$ cat config.mk
export PLATFORM = sky130hd
export DESIGN_NAME = mem_port_arbiter_flat
export DESIGN_NICKNAME = d
export VERILOG_FILES = /design/src/rtl/mem_port_arbiter_pkg.sv /design/src/rtl/mem_port_arbiter_if.sv /design/src/rtl/mem_port_arbiter.sv /design/src/flat_wrapper.sv
export SDC_FILE = /design/constraint.sdc
export NUM_CORES = 1
export LEC_CHECK = 0
export ABC_AREA = 1
export BUFFER_PORTS_ARGS = -buffer_cell sky130_fd_sc_hd__buf_2
export CORE_MARGIN = 3
export CORE_UTILIZATION = 40
export DETAILED_ROUTE_END_ITERATION = 16
export PLACE_DENSITY = 0.78
export SETUP_SLACK_MARGIN = 0.2
export SLEW_MARGIN = 20
export SYNTH_ARGS = -nofsm -noshare
export SYNTH_HDL_FRONTEND = slang
export SYNTH_SLANG_ARGS = --single-unit
$ cat constraint.sdc
create_clock -name clk_i -period 3.1 [get_ports clk_i]
set_input_delay 0.155 -clock clk_i [delete_from_list [all_inputs] [get_ports clk_i]]
set_output_delay 0.155 -clock clk_i [all_outputs]
set_load 0.05 [all_outputs]
$ cat src/rtl/mem_port_arbiter_pkg.sv
// Shared constants for the memory port arbiter: FSM state codes, read-owner tags
// and the halfword address step.
package mem_port_arbiter_pkg;

    typedef logic [1:0] state_t;

    localparam state_t ST_IDLE  = 2'd0;
    localparam state_t ST_D_HI  = 2'd1;
    localparam state_t ST_D_FIN = 2'd2;

    typedef enum logic [1:0] {
        TAG_NONE = 2'd0,
        TAG_IF   = 2'd1,
        TAG_DLO  = 2'd2,
        TAG_DHI  = 2'd3
    } rtag_e;

    localparam int HALF_STEP = 2;

endpackage

$ cat src/rtl/mem_port_arbiter_if.sv
// 16-bit synchronous memory port: the arbiter is the master, the memory the slave.
interface mem_port_arbiter_if #(
    parameter int ADDR_W = 32
) ();

    logic [ADDR_W-1:0] addr;
    logic              re;
    logic              we;
    logic [15:0]       wdata;
    logic [15:0]       rdata;

    modport master (output addr, re, we, wdata, input rdata);
    modport slave  (input addr, re, we, wdata, output rdata);

endinterface

$ cat src/rtl/mem_port_arbiter.sv
// Shares one 16-bit memory port between instruction fetch and a 32-bit load/store
// path, splitting data accesses into low/high halfword beats.
module mem_port_arbiter
    import mem_port_arbiter_pkg::*;
#(
    parameter int ADDR_W      = 32,
    parameter int MAX_D_BURST = 2
) (
    input  logic              clk_i,
    input  logic              rst_i,
    input  logic              if_req_i,
    input  logic [ADDR_W-1:0] if_addr_i,
    output logic              if_gnt_o,
    output logic              if_rvalid_o,
    output logic [15:0]       if_rdata_o,
    input  logic              d_req_i,
    input  logic              d_we_i,
    input  logic [ADDR_W-1:0] d_addr_i,
    input  logic [31:0]       d_wdata_i,
    output logic              d_gnt_o,
    output logic              d_done_o,
    output logic [31:0]       d_rdata_o,
    mem_port_arbiter_if.master mem,
    output logic              stall_fetch_o,
    output logic              stall_pc_o
);

    localparam int BURST_W = $clog2(MAX_D_BURST + 1);
    localparam logic [BURST_W-1:0] BURST_MAX = BURST_W'(MAX_D_BURST);
    localparam logic [ADDR_W-1:0] HALF_INC = ADDR_W'(HALF_STEP);
    localparam logic [ADDR_W-1:0] ALIGN_MASK = ~ADDR_W'(1);

    state_t              state_q, state_d;
    rtag_e               rtag_q, rtag_d;
    logic [BURST_W-1:0]  burst_q, burst_d;
    logic [ADDR_W-1:0]   addr_q, addr_d;
    logic                we_q, we_d;
    logic [31:0]         wdata_q, wdata_d;
    logic [15:0]         lo_q, lo_d;

    logic [ADDR_W-1:0]   memAddr;
    logic                memRe;
    logic                memWe;
    logic [15:0]         memWdata;
    logic                ifGnt;
    logic                dGnt;
    logic                dDone;
    logic [31:0]         dRdata;
    logic                dataWin;

    // Data wins a free slot unless fetch has already waited out a full burst.
    always_comb begin
        state_d  = state_q;
        rtag_d   = TAG_NONE;
        burst_d  = burst_q;
        addr_d   = addr_q;
        we_d     = we_q;
        wdata_d  = wdata_q;
        lo_d     = lo_q;
        memAddr  = '0;
        memRe    = 1'b0;
        memWe    = 1'b0;
        memWdata = '0;
        ifGnt    = 1'b0;
        dGnt     = 1'b0;
        dDone    = 1'b0;
        dRdata   = '0;
        dataWin  = d_req_i && !((burst_q == BURST_MAX) && if_req_i);

        if (state_q == ST_D_FIN) begin
            dDone  = 1'b1;
            dRdata = {mem.rdata, lo_q};
        end

        if (state_q == ST_D_HI) begin
            memAddr = addr_q + HALF_INC;
            if (we_q) begin
                memWe    = 1'b1;
                memWdata = wdata_q[31:16];
                dDone    = 1'b1;
                state_d  = ST_IDLE;
            end else begin
                memRe   = 1'b1;
                rtag_d  = TAG_DHI;
                state_d = ST_D_FIN;
                if (rtag_q == TAG_DLO) begin
                    lo_d = mem.rdata;
                end
            end
        end else if (dataWin) begin
            memAddr = d_addr_i & ALIGN_MASK;
            dGnt    = 1'b1;
            addr_d  = d_addr_i & ALIGN_MASK;
            we_d    = d_we_i;
            wdata_d = d_wdata_i;
            state_d = ST_D_HI;
            if (d_we_i) begin
                memWe    = 1'b1;
                memWdata = d_wdata_i[15:0];
            end else begin
                memRe  = 1'b1;
                rtag_d = TAG_DLO;
            end
            if (burst_q != BURST_MAX) begin
                burst_d = burst_q + 1'b1;
            end
        end else if (if_req_i) begin
            memAddr = if_addr_i & ALIGN_MASK;
            memRe   = 1'b1;
            ifGnt   = 1'b1;
            rtag_d  = TAG_IF;
            burst_d = '0;
            state_d = ST_IDLE;
        end else begin
            state_d = ST_IDLE;
        end
    end

    always_ff @(posedge clk_i) begin
        if (rst_i) begin
            state_q <= ST_IDLE;
            rtag_q  <= TAG_NONE;
            burst_q <= '0;
            addr_q  <= '0;
            we_q    <= 1'b0;
            wdata_q <= '0;
            lo_q    <= '0;
        end else begin
            state_q <= state_d;
            rtag_q  <= rtag_d;
            burst_q <= burst_d;
            addr_q  <= addr_d;
            we_q    <= we_d;
            wdata_q <= wdata_d;
            lo_q    <= lo_d;
        end
    end

    // Reset silences every strobe and bus so an aborted access leaves no trace.
    assign mem.addr      = rst_i ? '0 : memAddr;
    assign mem.re        = !rst_i && memRe;
    assign mem.we        = !rst_i && memWe;
    assign mem.wdata     = rst_i ? '0 : memWdata;
    assign if_gnt_o      = !rst_i && ifGnt;
    assign if_rvalid_o   = !rst_i && (rtag_q == TAG_IF);
    assign if_rdata_o    = if_rvalid_o ? mem.rdata : '0;
    assign d_gnt_o       = !rst_i && dGnt;
    assign d_done_o      = !rst_i && dDone;
    assign d_rdata_o     = rst_i ? '0 : dRdata;
    assign stall_fetch_o = if_req_i && !if_gnt_o;
    assign stall_pc_o    = !if_gnt_o;

endmodule
$ cat src/flat_wrapper.sv
// flat-port wrapper written by rule: the top's interface ports become plain ports
module mem_port_arbiter_flat import mem_port_arbiter_pkg::*;
#(
    parameter int ADDR_W      = 32,
    parameter int MAX_D_BURST = 2
)
  (clk_i, rst_i, if_req_i, if_addr_i, if_gnt_o, if_rvalid_o, if_rdata_o, d_req_i, d_we_i, d_addr_i, d_wdata_i, d_gnt_o, d_done_o, d_rdata_o, stall_fetch_o, stall_pc_o, mem_addr, mem_re, mem_we, mem_wdata, mem_rdata);
  mem_port_arbiter_if #(.ADDR_W(ADDR_W)) mem_i ();
  input  logic clk_i;
  input  logic rst_i;
  input  logic if_req_i;
  input  logic [ADDR_W-1:0] if_addr_i;
  output logic if_gnt_o;
  output logic if_rvalid_o;
  output logic [15:0] if_rdata_o;
  input  logic d_req_i;
  input  logic d_we_i;
  input  logic [ADDR_W-1:0] d_addr_i;
  input  logic [31:0] d_wdata_i;
  output logic d_gnt_o;
  output logic d_done_o;
  output logic [31:0] d_rdata_o;
  output logic stall_fetch_o;
  output logic stall_pc_o;
  output wire logic [$bits(mem_i.addr)-1:0] mem_addr;
  output wire logic [$bits(mem_i.re)-1:0] mem_re;
  output wire logic [$bits(mem_i.we)-1:0] mem_we;
  output wire logic [$bits(mem_i.wdata)-1:0] mem_wdata;
  input wire logic [$bits(mem_i.rdata)-1:0] mem_rdata;
  assign mem_addr = mem_i.addr;
  assign mem_re = mem_i.re;
  assign mem_we = mem_i.we;
  assign mem_wdata = mem_i.wdata;
  assign mem_i.rdata = mem_rdata;
  mem_port_arbiter #(.ADDR_W(ADDR_W), .MAX_D_BURST(MAX_D_BURST)) u_core (.clk_i(clk_i), .rst_i(rst_i), .if_req_i(if_req_i), .if_addr_i(if_addr_i), .if_gnt_o(if_gnt_o), .if_rvalid_o(if_rvalid_o), .if_rdata_o(if_rdata_o), .d_req_i(d_req_i), .d_we_i(d_we_i), .d_addr_i(d_addr_i), .d_wdata_i(d_wdata_i), .d_gnt_o(d_gnt_o), .d_done_o(d_done_o), .d_rdata_o(d_rdata_o), .mem(mem_i), .stall_fetch_o(stall_fetch_o), .stall_pc_o(stall_pc_o));
endmodule
==> results of run 1 <==
-- metrics by stage --
stage | std cells | power, mW | cell area, um2
floorplan | 778 | 1.49 | 4820
global placement | 1109 | 1.67 | 5940
detailed placement | 1109 | 1.68 | 5940
CTS | 1125 | 2.72 | 6240
global route | 1125 | 2.83 | 6250
finish | 1125 | 2.70 | 6250
-- per-layer routing --
metal	part of all wire	vias up
li1	-	2851
met5	0.0020	-
met4	0.021	4
met3	0.071	24
met1	0.42	2470
met2	0.49	185
-- worst max-delay path, cell delays in order (launching register included) --
cell and delay [ns]:
dfxtp_1 0.30, inv_1 0.07, ha_1 0.18, nand2_2 0.10, nand2_8 0.20, nand2_2 0.10, inv_2 0.29, buf_4 0.29
nand2_1 0.07, o211ai_1 0.08, nand2_1 0.08, nor2_1 0.12, buf_2 0.27
-- final timing paths --
check                         start                  to  slack, ns  depth (start not counted)
setup / recovery  u_core.burst_q[0]        mem_addr[30]       0.45                         12
hold / removal        d_wdata_i[19]  u_core.wdata_q[19]       0.03                          3
setup reg to reg  u_core.burst_q[0]    u_core.addr_q[7]       0.99                         10
hold reg to reg      u_core.lo_q[8]      u_core.lo_q[8]       0.45                          2
-- logic make-up after synthesis --
| family | synth area share |
|---|---|
| and+or+nand+nor | 0.321 |
| AOI/OAI and AO/OA | 0.214 |
| buffers and inverters | 0.162 |
| adders and majority gates | 0.00779 |
| other | 0.000778 |
| xor gates and xnor gates | 0.00363 |
| DFF | 0.291 |
-- state kept, by name, summed over array words and instances, names as in the netlist --
name,cells
u_core.addr_q,31
u_core.burst_q,2
u_core.lo_q,16
u_core.rtag_q,2
u_core.state_q,2
u_core.wdata_q,16
u_core.we_q,1
-- Yosys cell counts, drive strengths merged --
library cell	number
nand2	156
inv	149
nor2	123
o21ai	80
nand3	72
dfxtp	70
a21oi	41
o22ai	25
buf	23
clkbuf	14
o211ai	9
a31oi	4
ha	3
xor2	2
a211oi	1
conb	1
nand3b	1
nand4	1
nor3	1
o21a	1
o21bai	1
-- layout make-up --
cell class,instances,share of cell area
multi-input cells,522,0.424
flip-flops and latches,70,0.224
repair buffers,225,0.185
inverters,149,0.0903
clock buffers,9,0.0360
well taps,143,0.0286
clock inverters,7,0.0118
-- repair_timing --
| action | 4_1_cts | 5_1_grt |
|---|---|---|
| setup endpoints to repair | 0 | 10 |
| resized for setup | 0 | 1 |
| buffers inserted | 0 | 0 |
| hold buffers | 0 | 0 |
-- where the power goes --
group          internal, mW  switching [mW]
sequential            0.954          0.0363
combinational         0.202           0.471
clock                 0.625           0.412
total                  1.78           0.919
==> metrics.txt, run 1 <==
outcome=completed; Yosys reg bits=70; most common cell after layout, fill and taps aside=buf_2; Clock Latency Late Sink=between 0.3 and 0.4 ns; initial antenna violation count=2; synth top area cells=dfxtp_1 (29%), inv_1 (11%), nand2_1 (11%), nor2_1 (8.7%), o21ai_0 (7.7%); Rows=39; critical path data arrival time=2.50 ns; CTS tree=yes; Critical Path Sink Type=output pin; IO Pins=221; Slew HR=0.348; worst slew pin tran=~1 ns; synth warn=0; Layout area overhead=29.7%; achievable frequency=377 MHz; DRC viols=0; multi-input logic area=between 2000 and 3000 um2; RSZ-0062 raised after global routing=no; WL/cell=roughly 13 um; Mean Syn Cell Area=~6.2 um2; cells after synthesis=~800; Overall Global Routing Usage=0.222; fin. max-slew vios=0; top cell type's share of synthesized area=0.291; PwrDens=~430 nW/um2; setup ws final=0.445 ns; Worst Hold Class=in -> reg; met3 usage=0.0444; total gr overflow=0; Clock Path Buffers=2; met1 Usage GRT=0.270; Initial Utilization=0.415; Vias=about 5500; M2 GR Usage=0.390; routed vias/inst=4.92; Filler Cells Inserted=about 1200; Hold WS=0.0259 ns; layout cells sized above 1=0.301; final setup vio count=0; number of global-route vias before repair=a little over 5000; final clock skew=about 0.0064 ns; Tcrit/Tclk final=0.856; Net Count, Synth=898; H-tree depth=3; number of antenna repair diodes=0; maximum VDD drop=0.280 mV; Iteration-0 DRC Markers=around 250; WL final=15200 um; CP required=2.94 ns; die extent in y=between 100 and 150 um; largest net degree at the start of global routing=38; GRT busiest layer=met2; LEAKAGE=3.10 nW; # port buffers=217; DRT antenna net count=0; CTS Buf Count=9; fin util=0.538; sequential-to-total area share from yosys stat=0.291; Worst Path Max Fanout=28; clk sinks=70; total negative setup slack=0 ns; final hold violations=0; first-pass GRT wire length=roughly 24000 um; DP Wirelength=roughly 12000 um; commonest cells after routing, fill and taps aside=buf_2 (217), inv_1 (145), nand2_1 (145); crit path kind=reg -> out; DR pass1 iterations=4; die area=13400 um2; CP Launch Type=register; Nets=1097; Reg area=about 1400 um2; MaxCap Viol Count=0; post-synth top area cell=dfxtp_1; Root Buffer=clkbuf_16; DIE WIDTH=116 um; Clk pin slew, worst setup/hold paths=0.06 ns; worst slack, placed=0.703 ns; Core Area=11600 um2; mapped cell area=about 4800 um2; Placer Congestion=slightly above 0.9; fin crit period=about 2.7 ns; Cell variety after synth=37
(Power assumes the default switching activity.)
==> run 2, diff against run 1 <==
- HOLD_SLACK_MARGIN: default -> 0.08
- PLACE_DENSITY: 0.78 -> 0.71
==> run 2 against run 1 <==
Clock power grew 4%. Core utilization grew 1.8 points. Combinational power grew 3.0%. Count of clock-buffer cells in the layout grew 1. Clock skew is essentially flat. Worst setup slack lost 0.10 ns. Cell area grew 3.4%. Hold slack gained 0.059 ns. Final cell count grew 2.0%. Global-route usage grew 0.40 points. Via count grew 0.45%.
==> metrics.txt, run 2 (synthesis results as in run 1) <==
Core Area=11600 um2 (unchanged); Vias=5559 (was 5534); Final Power=2.76 mW (was 2.70 mW); Clock power frac=0.391 (was 0.384); Overall Global Routing Usage=0.226 (was 0.222); Sw Pwr=0.941 mW (was 0.919 mW); total gr overflow=0 (unchanged); maximum VDD drop=0.285 mV (was 0.280 mV); CP Launch Type=register (unchanged); Largest Register=u_core.addr_q (unchanged); outcome=completed (unchanged); final setup vio count=0 (unchanged); layout cells sized above 1=0.297 (was 0.301); IO Pins=221 (unchanged); initial antenna violation count=1 (was 2); Switching Fraction=0.340 (about the same); CP required=2.94 ns (about the same); Clk pin slew, worst setup/hold paths=0.06 ns (about the same); fin util=0.556 (was 0.538); Tcrit/Tclk final=0.888 (was 0.856); worst slew pin tran=1.02 ns (was 0.971 ns); Clock Path Buffers=2 (unchanged); WL/cell=13.6 um (was 13.5 um); crit path kind=reg -> out (unchanged); Layout area overhead=34.1% (was 29.7%); RSZ-0062 raised after global routing=yes (was no); combinational share of power=0.251 (was 0.249); fin area=6460 um2 (was 6250 um2); DR pass1 iterations=4 (unchanged); DRC viols=0 (unchanged); clk sinks=70 (unchanged); Iteration-0 DRC Markers=294 (was 249); number of global-route vias before repair=5109 (was 5169); # port buffers=217 (unchanged); Slew HR=0.319 (was 0.348); Critical Path Sink Type=output pin (unchanged); WL final=15600 um (was 15200 um); first-pass GRT wire length=24400 um (was 24000 um); MaxCap Viol Count=0 (unchanged); achievable frequency=363 MHz (was 377 MHz); P_int=1.82 mW (was 1.78 mW); CTS Buf Count=9 (unchanged); CTS tree=yes (unchanged); Rows=39 (unchanged); Reg area=1400 um2 (unchanged); Clock Latency Late Sink=0.33 ns (about the same); H-tree depth=3 (unchanged); final clock skew=0.00675 ns (was 0.00641 ns); PwrDens=428 nW/um2 (was 432 nW/um2); final hold violations=0 (unchanged); Area after DPL=5960 um2 (was 5940 um2); Filler Cells Inserted=1198 (was 1208); commonest cells after routing, fill and taps aside=buf_2 (217), inv_1 (146), nand2_1 (145) (was buf_2 (217), inv_1 (145), nand2_1 (145)); die area=13400 um2 (unchanged); Nets=1118 (was 1097); total negative setup slack=0 ns (unchanged); Sequential Power Share=0.358 (was 0.367); multi-input logic area=2640 um2 (was 2650 um2); max reg flops=31 (unchanged); DRT antenna net count=0 (unchanged); DP Wirelength=11400 um (was 11500 um); Initial Utilization=0.415 (unchanged); fin crit period=2.75 ns (was 2.65 ns); DIE WIDTH=116 um (unchanged); Worst Hold Class=in -> reg (unchanged); post-CTS setup buffer count=0 (unchanged); Top Registers=u_core.addr_q (31), u_core.lo_q (16), u_core.wdata_q (16) (unchanged); critical path data arrival time=2.60 ns (was 2.50 ns); largest net degree at the start of global routing=38 (unchanged); Worst Path Max Fanout=28 (unchanged); Root Buffer=clkbuf_16 (unchanged); Placer Congestion=0.941 (was 0.906); LEAKAGE=3.20 nW (was 3.10 nW); die extent in y=116 um (unchanged); routed vias/inst=4.84 (was 4.92); fin. max-slew vios=0 (unchanged); most common cell after layout, fill and taps aside=buf_2 (unchanged)
==> run 2: changes by cell type in the layout (fill, tap and decap cells not counted) <==
cell / previous run / this run
nand2_8: 1 / 0
buf_4: 7 / 9
dlygate4sd3_1: 0 / 19
clkbuf_8: 0 / 1
diode_2: 0 / 2
clkinv_4: 2 / 1
clkinv_1: 1 / 0
inv_1: 145 / 146
inv_6: 2 / 3
nand2_4: 0 / 1
inv_2: 2 / 1
==> run 2: critical path, stage by stage (launching register included) <==
cell      delay [ns]
dfxtp_1         0.32
inv_1           0.05
ha_1            0.21
nand2_2         0.09
nand2_4         0.22
nand2_2         0.18
clkinv_2        0.39
nand2_1         0.27
inv_1           0.11
nor2_1          0.13
buf_2           0.29
==> run 2: cell type report <==
| class | instances | share of cell area |
|---|---|---|
| Multi-Input combinational cell | 522 | 0.409 |
| Sequential cell | 70 | 0.217 |
| Timing Repair Buffer | 246 | 0.211 |
| Inverter | 149 | 0.0875 |
| Clock buffer | 10 | 0.0370 |
| Tap cell | 143 | 0.0277 |
| Clock inverter | 6 | 0.0106 |
| Antenna cell | 2 | 0.000774 |
==> run 2: per-layer routing <==
metal	wire, um	vias up	track usage
li1	-	2892	-
met1	6700	2468	0.277
met2	7560	180	0.403
met3	1060	17	0.0444
met4	243	2	0.0650
met5	13	-	0
==> run 2: metrics by stage <==
step                      hold slack, ns  instances  worst slack, ns
after global placement             0.351       1111            0.725
after global routing               0.102       1146            0.142
after floorplan                    0.268        778            0.476
after detailed placement           0.357       1111            0.705
final                             0.0845       1148            0.346
after CTS                         0.0814       1146            0.344
==> run 2: path summary, 6_finish.rpt <==
kind,from,endpoint,slack (ns),depth (start not counted)
setup / recovery,u_core.burst_q[0],stall_fetch_o,0.35,10
setup reg to reg,u_core.state_q[0],u_core.lo_q[7],0.83,5
hold reg to reg,u_core.lo_q[9],u_core.lo_q[9],0.45,2
hold / removal,d_addr_i[26],u_core.addr_q[26],0.08,3
==> run 2: power by group through the flow <==
stage	sequential, mW	clock [mW]	combinational (mW)
finish	0.990	1.08	0.693
global route	0.996	1.14	0.760
CTS	0.989	1.09	0.694
detailed placement	1.01	0	0.673
global placement	1.01	0	0.669
floorplan	0.999	0	0.491
==> run 2: repair_timing <==
item                       4_1_cts  5_1_grt
hold endpoints to repair        19        0
gates resized for setup          0        1
setup endpoints to repair        0        2
hold buffers                    19        0
==> run 3, diff against run 2 <==
- PLACE_DENSITY: 0.71 -> 0.74
- clock period: 3.1 -> 2.4 ns (I/O delays scaled with it)
==> run 3 against run 2 <==
Sequential power increased by 29%. Flip-flop and latch count unchanged. Worst setup slack got worse by 0.097 ns. First-iteration DRC count decreased by 17%. Hold slack about the same. Critical endpoint is now mem_wdata[5].
==> metrics.txt, run 3 (synthesis results as in run 1) <==
outcome=completed (unchanged); Layout area overhead=49.3% (was 34.1%); Final Power=3.69 mW (was 2.76 mW); WL/cell=14.3 um (was 13.6 um); Worst Path Buf+Inv=4 (unchanged); Hold WS=0.0844 ns (was 0.0845 ns); Iteration-0 DRC Markers=243 (was 294); H-tree depth=3 (unchanged); final setup vio count=0 (unchanged); Clock Path Buffers=2 (unchanged); Critical Path Sink Type=output pin (unchanged); final clock skew=0.00537 ns (was 0.00675 ns); largest net degree at the start of global routing=34 (was 38); worst slew pin tran=0.691 ns (was 1.02 ns); DIE WIDTH=116 um (unchanged); Overall Global Routing Usage=0.242 (was 0.226); MaxCap Viol Count=0 (unchanged); die area=13400 um2 (unchanged); # port buffers=217 (unchanged); min-delay src=mem_rdata[5] (was d_addr_i[26]); path depth of the worst reg2reg path=10 (was 5); max incr delay on CP=0.32 ns (was 0.39 ns); DP Wirelength=11800 um (was 11400 um); DRT antenna net count=0 (unchanged); PwrDens=512 nW/um2 (was 428 nW/um2); final hold violations=0 (unchanged); Core Area=11600 um2 (unchanged); DRC viols=0 (unchanged); LEAKAGE=3.48 nW (was 3.20 nW); Nets=1172 (was 1118); fin crit period=about 2.2 ns; worst hold stages=3 (unchanged); slowest stage cell, crit path=dfxtp_1 (was clkinv_2); number of antenna repair diodes=0 (was 2); clk sinks=70 (unchanged); most common cell after layout, fill and taps aside=buf_2 (unchanged); Clock Latency Late Sink=0.33 ns (about the same); Clk pin slew, worst setup/hold paths=0.06 ns (about the same); worst-path cell chain=inv_1 -> ha_2 -> nand2_4 -> nand2_8 -> nor2_8 -> clkinv_8 -> nor2_8 -> buf_4 -> nand3_1 -> o21ai_0 -> clkbuf_4 (was inv_1 -> ha_1 -> nand2_2 -> nand2_4 -> nand2_2 -> clkinv_2 -> nand2_1 -> inv_1 -> nor2_1 -> buf_2); r2r setup slk=0.49 ns (was 0.83 ns); Worst Hold Endpoint=u_core.lo_q[5] (was u_core.addr_q[26]); Placer Congestion=0.930 (was 0.941); RSZ-0062 raised after global routing=no (was yes); fin. max-slew vios=0 (unchanged); Worst R2R End=u_core.addr_q[27] (was u_core.lo_q[7]); critical path data arrival time=2.03 ns (was 2.60 ns); crit path kind=reg -> out (unchanged); initial antenna violation count=1 (unchanged); CTS tree=yes (unchanged); CP required=2.28 ns (was 2.94 ns); total gr overflow=0 (unchanged); Slew HR=0.538 (was 0.319); Largest Register=u_core.addr_q (unchanged); Worst Hold Class=in -> reg (unchanged); WL final=17200 um (was 15600 um); fin area=7200 um2 (was 6460 um2); commonest cells after routing, fill and taps aside=buf_2 (177), inv_1 (145), nand2_1 (143) (was buf_2 (217), inv_1 (146), nand2_1 (145)); CP Launch Type=register (unchanged); maximum VDD drop=0.426 mV (was 0.285 mV); max reg flops=31 (unchanged); first-pass GRT wire length=25900 um (was 24400 um); fin util=0.620 (was 0.556); routed vias/inst=4.96 (was 4.84); achievable frequency=about 460 MHz; total negative setup slack=0 ns (unchanged); die extent in y=116 um (unchanged); Area after DPL=6010 um2 (was 5960 um2); IO Pins=221 (unchanged); Top Registers=u_core.addr_q (31), u_core.lo_q (16), u_core.wdata_q (16) (unchanged); Worst path top cell family by delay=buffers and inverters (was simple AND/OR/NAND/NOR gates); number of global-route vias before repair=5461 (was 5109); most used cell, CP=nor2_8; Root Buffer=clkbuf_16 (unchanged); Worst Path Max Fanout=7 (was 28); Tcrit/Tclk final=0.896; layout cells sized above 1=0.321 (was 0.297); FF-to-FF Start=u_core.burst_q[0] (was u_core.state_q[0]); DR pass1 iterations=7 (was 4); Vias=5950 (was 5559); Rows=39 (unchanged); Initial Utilization=0.415 (unchanged); CTS Buf Count=9 (unchanged)
==> run 3: changes by cell type in the layout (fill, tap and decap cells not counted), moves of 3 or more <==
| cell | before | now |
|---|---|---|
| buf_2 | 217 | 177 |
| o21ai_0 | 74 | 64 |
| nor2_1 | 112 | 108 |
| dlygate4sd3_1 | 19 | 46 |
| buf_6 | 0 | 11 |
| o21ai_1 | 6 | 12 |
| o21ai_2 | 0 | 4 |
| nor2_4 | 3 | 9 |
| clkinvlp_4 | 1 | 4 |
| buf_4 | 9 | 48 |
| clkbuf_4 | 0 | 12 |
==> run 3: final cells by class <==
class	instances	area (um2)
fill	1057	4410
sequential	70	1400
inverter	149	588
timing repair buffer	298	1990
multi-input combinational	524	2740
tap	143	179
clock buffer	10	229
clock inverter	6	70.1
==> run 3: per-layer routing <==
layer  up-vias  track usage  part of all wire
met5         -            0           0.00099
met2       249        0.438              0.50
met4         2       0.0673             0.016
met1      2678        0.293              0.41
li1       2999            -                 -
met3        22       0.0439             0.073
==> run 3: report_power, final <==
part	internal (mW)	total (mW)	switching (mW)	leakage, nW
registers	1.23	1.28	0.0484	0.575
clock network	0.811	1.36	0.548	0.135
logic	0.386	1.05	0.660	2.77
==> run 3: repair_timing <==
item | CTS | global route
pin swaps | 3 | 6
setup buffers | 7 | 14
resized for setup | 41 | 50
hold buffers | 46 | 0
endpoints found under the setup margin | 51 | 44
hold endpoints to repair | 46 | 0
gates cloned | 2 | 0
==> run 3: how the worst max path moves through the flow <==
stage               slack, ns             to               from  cells after the start
floorplan                0.23  mem_wdata[10]  u_core.state_q[0]                      7
global placement         0.28   mem_addr[10]  u_core.burst_q[0]                     12
detailed placement       0.23   mem_addr[12]  u_core.burst_q[0]                     12
CTS                      0.17  mem_wdata[15]  u_core.burst_q[0]                     11
global route             0.17   mem_addr[30]   u_core.addr_q[3]                      9
finish                   0.25   mem_wdata[5]  u_core.burst_q[0]                     11
==> run 3: through the flow <==
step,std cells,worst slack [ns]
2_1_floorplan,778,0.234
3_3_place_gp,1115,0.278
3_5_place_dp,1115,0.233
4_1_cts,1186,0.168
5_1_grt,1200,0.165
6_report,1200,0.249
==> run 3: worst register-to-register path, stage by stage (launching register included) <==
cell	delay, ns
dfxtp_1	0.32
inv_1	0.06
ha_2	0.21
nand2_4	0.08
nand2_8	0.07
nor2_8	0.13
clkinv_8	0.10
buf_4	0.14
nand2_2	0.28
buf_12	0.27
o22ai_2	0.12
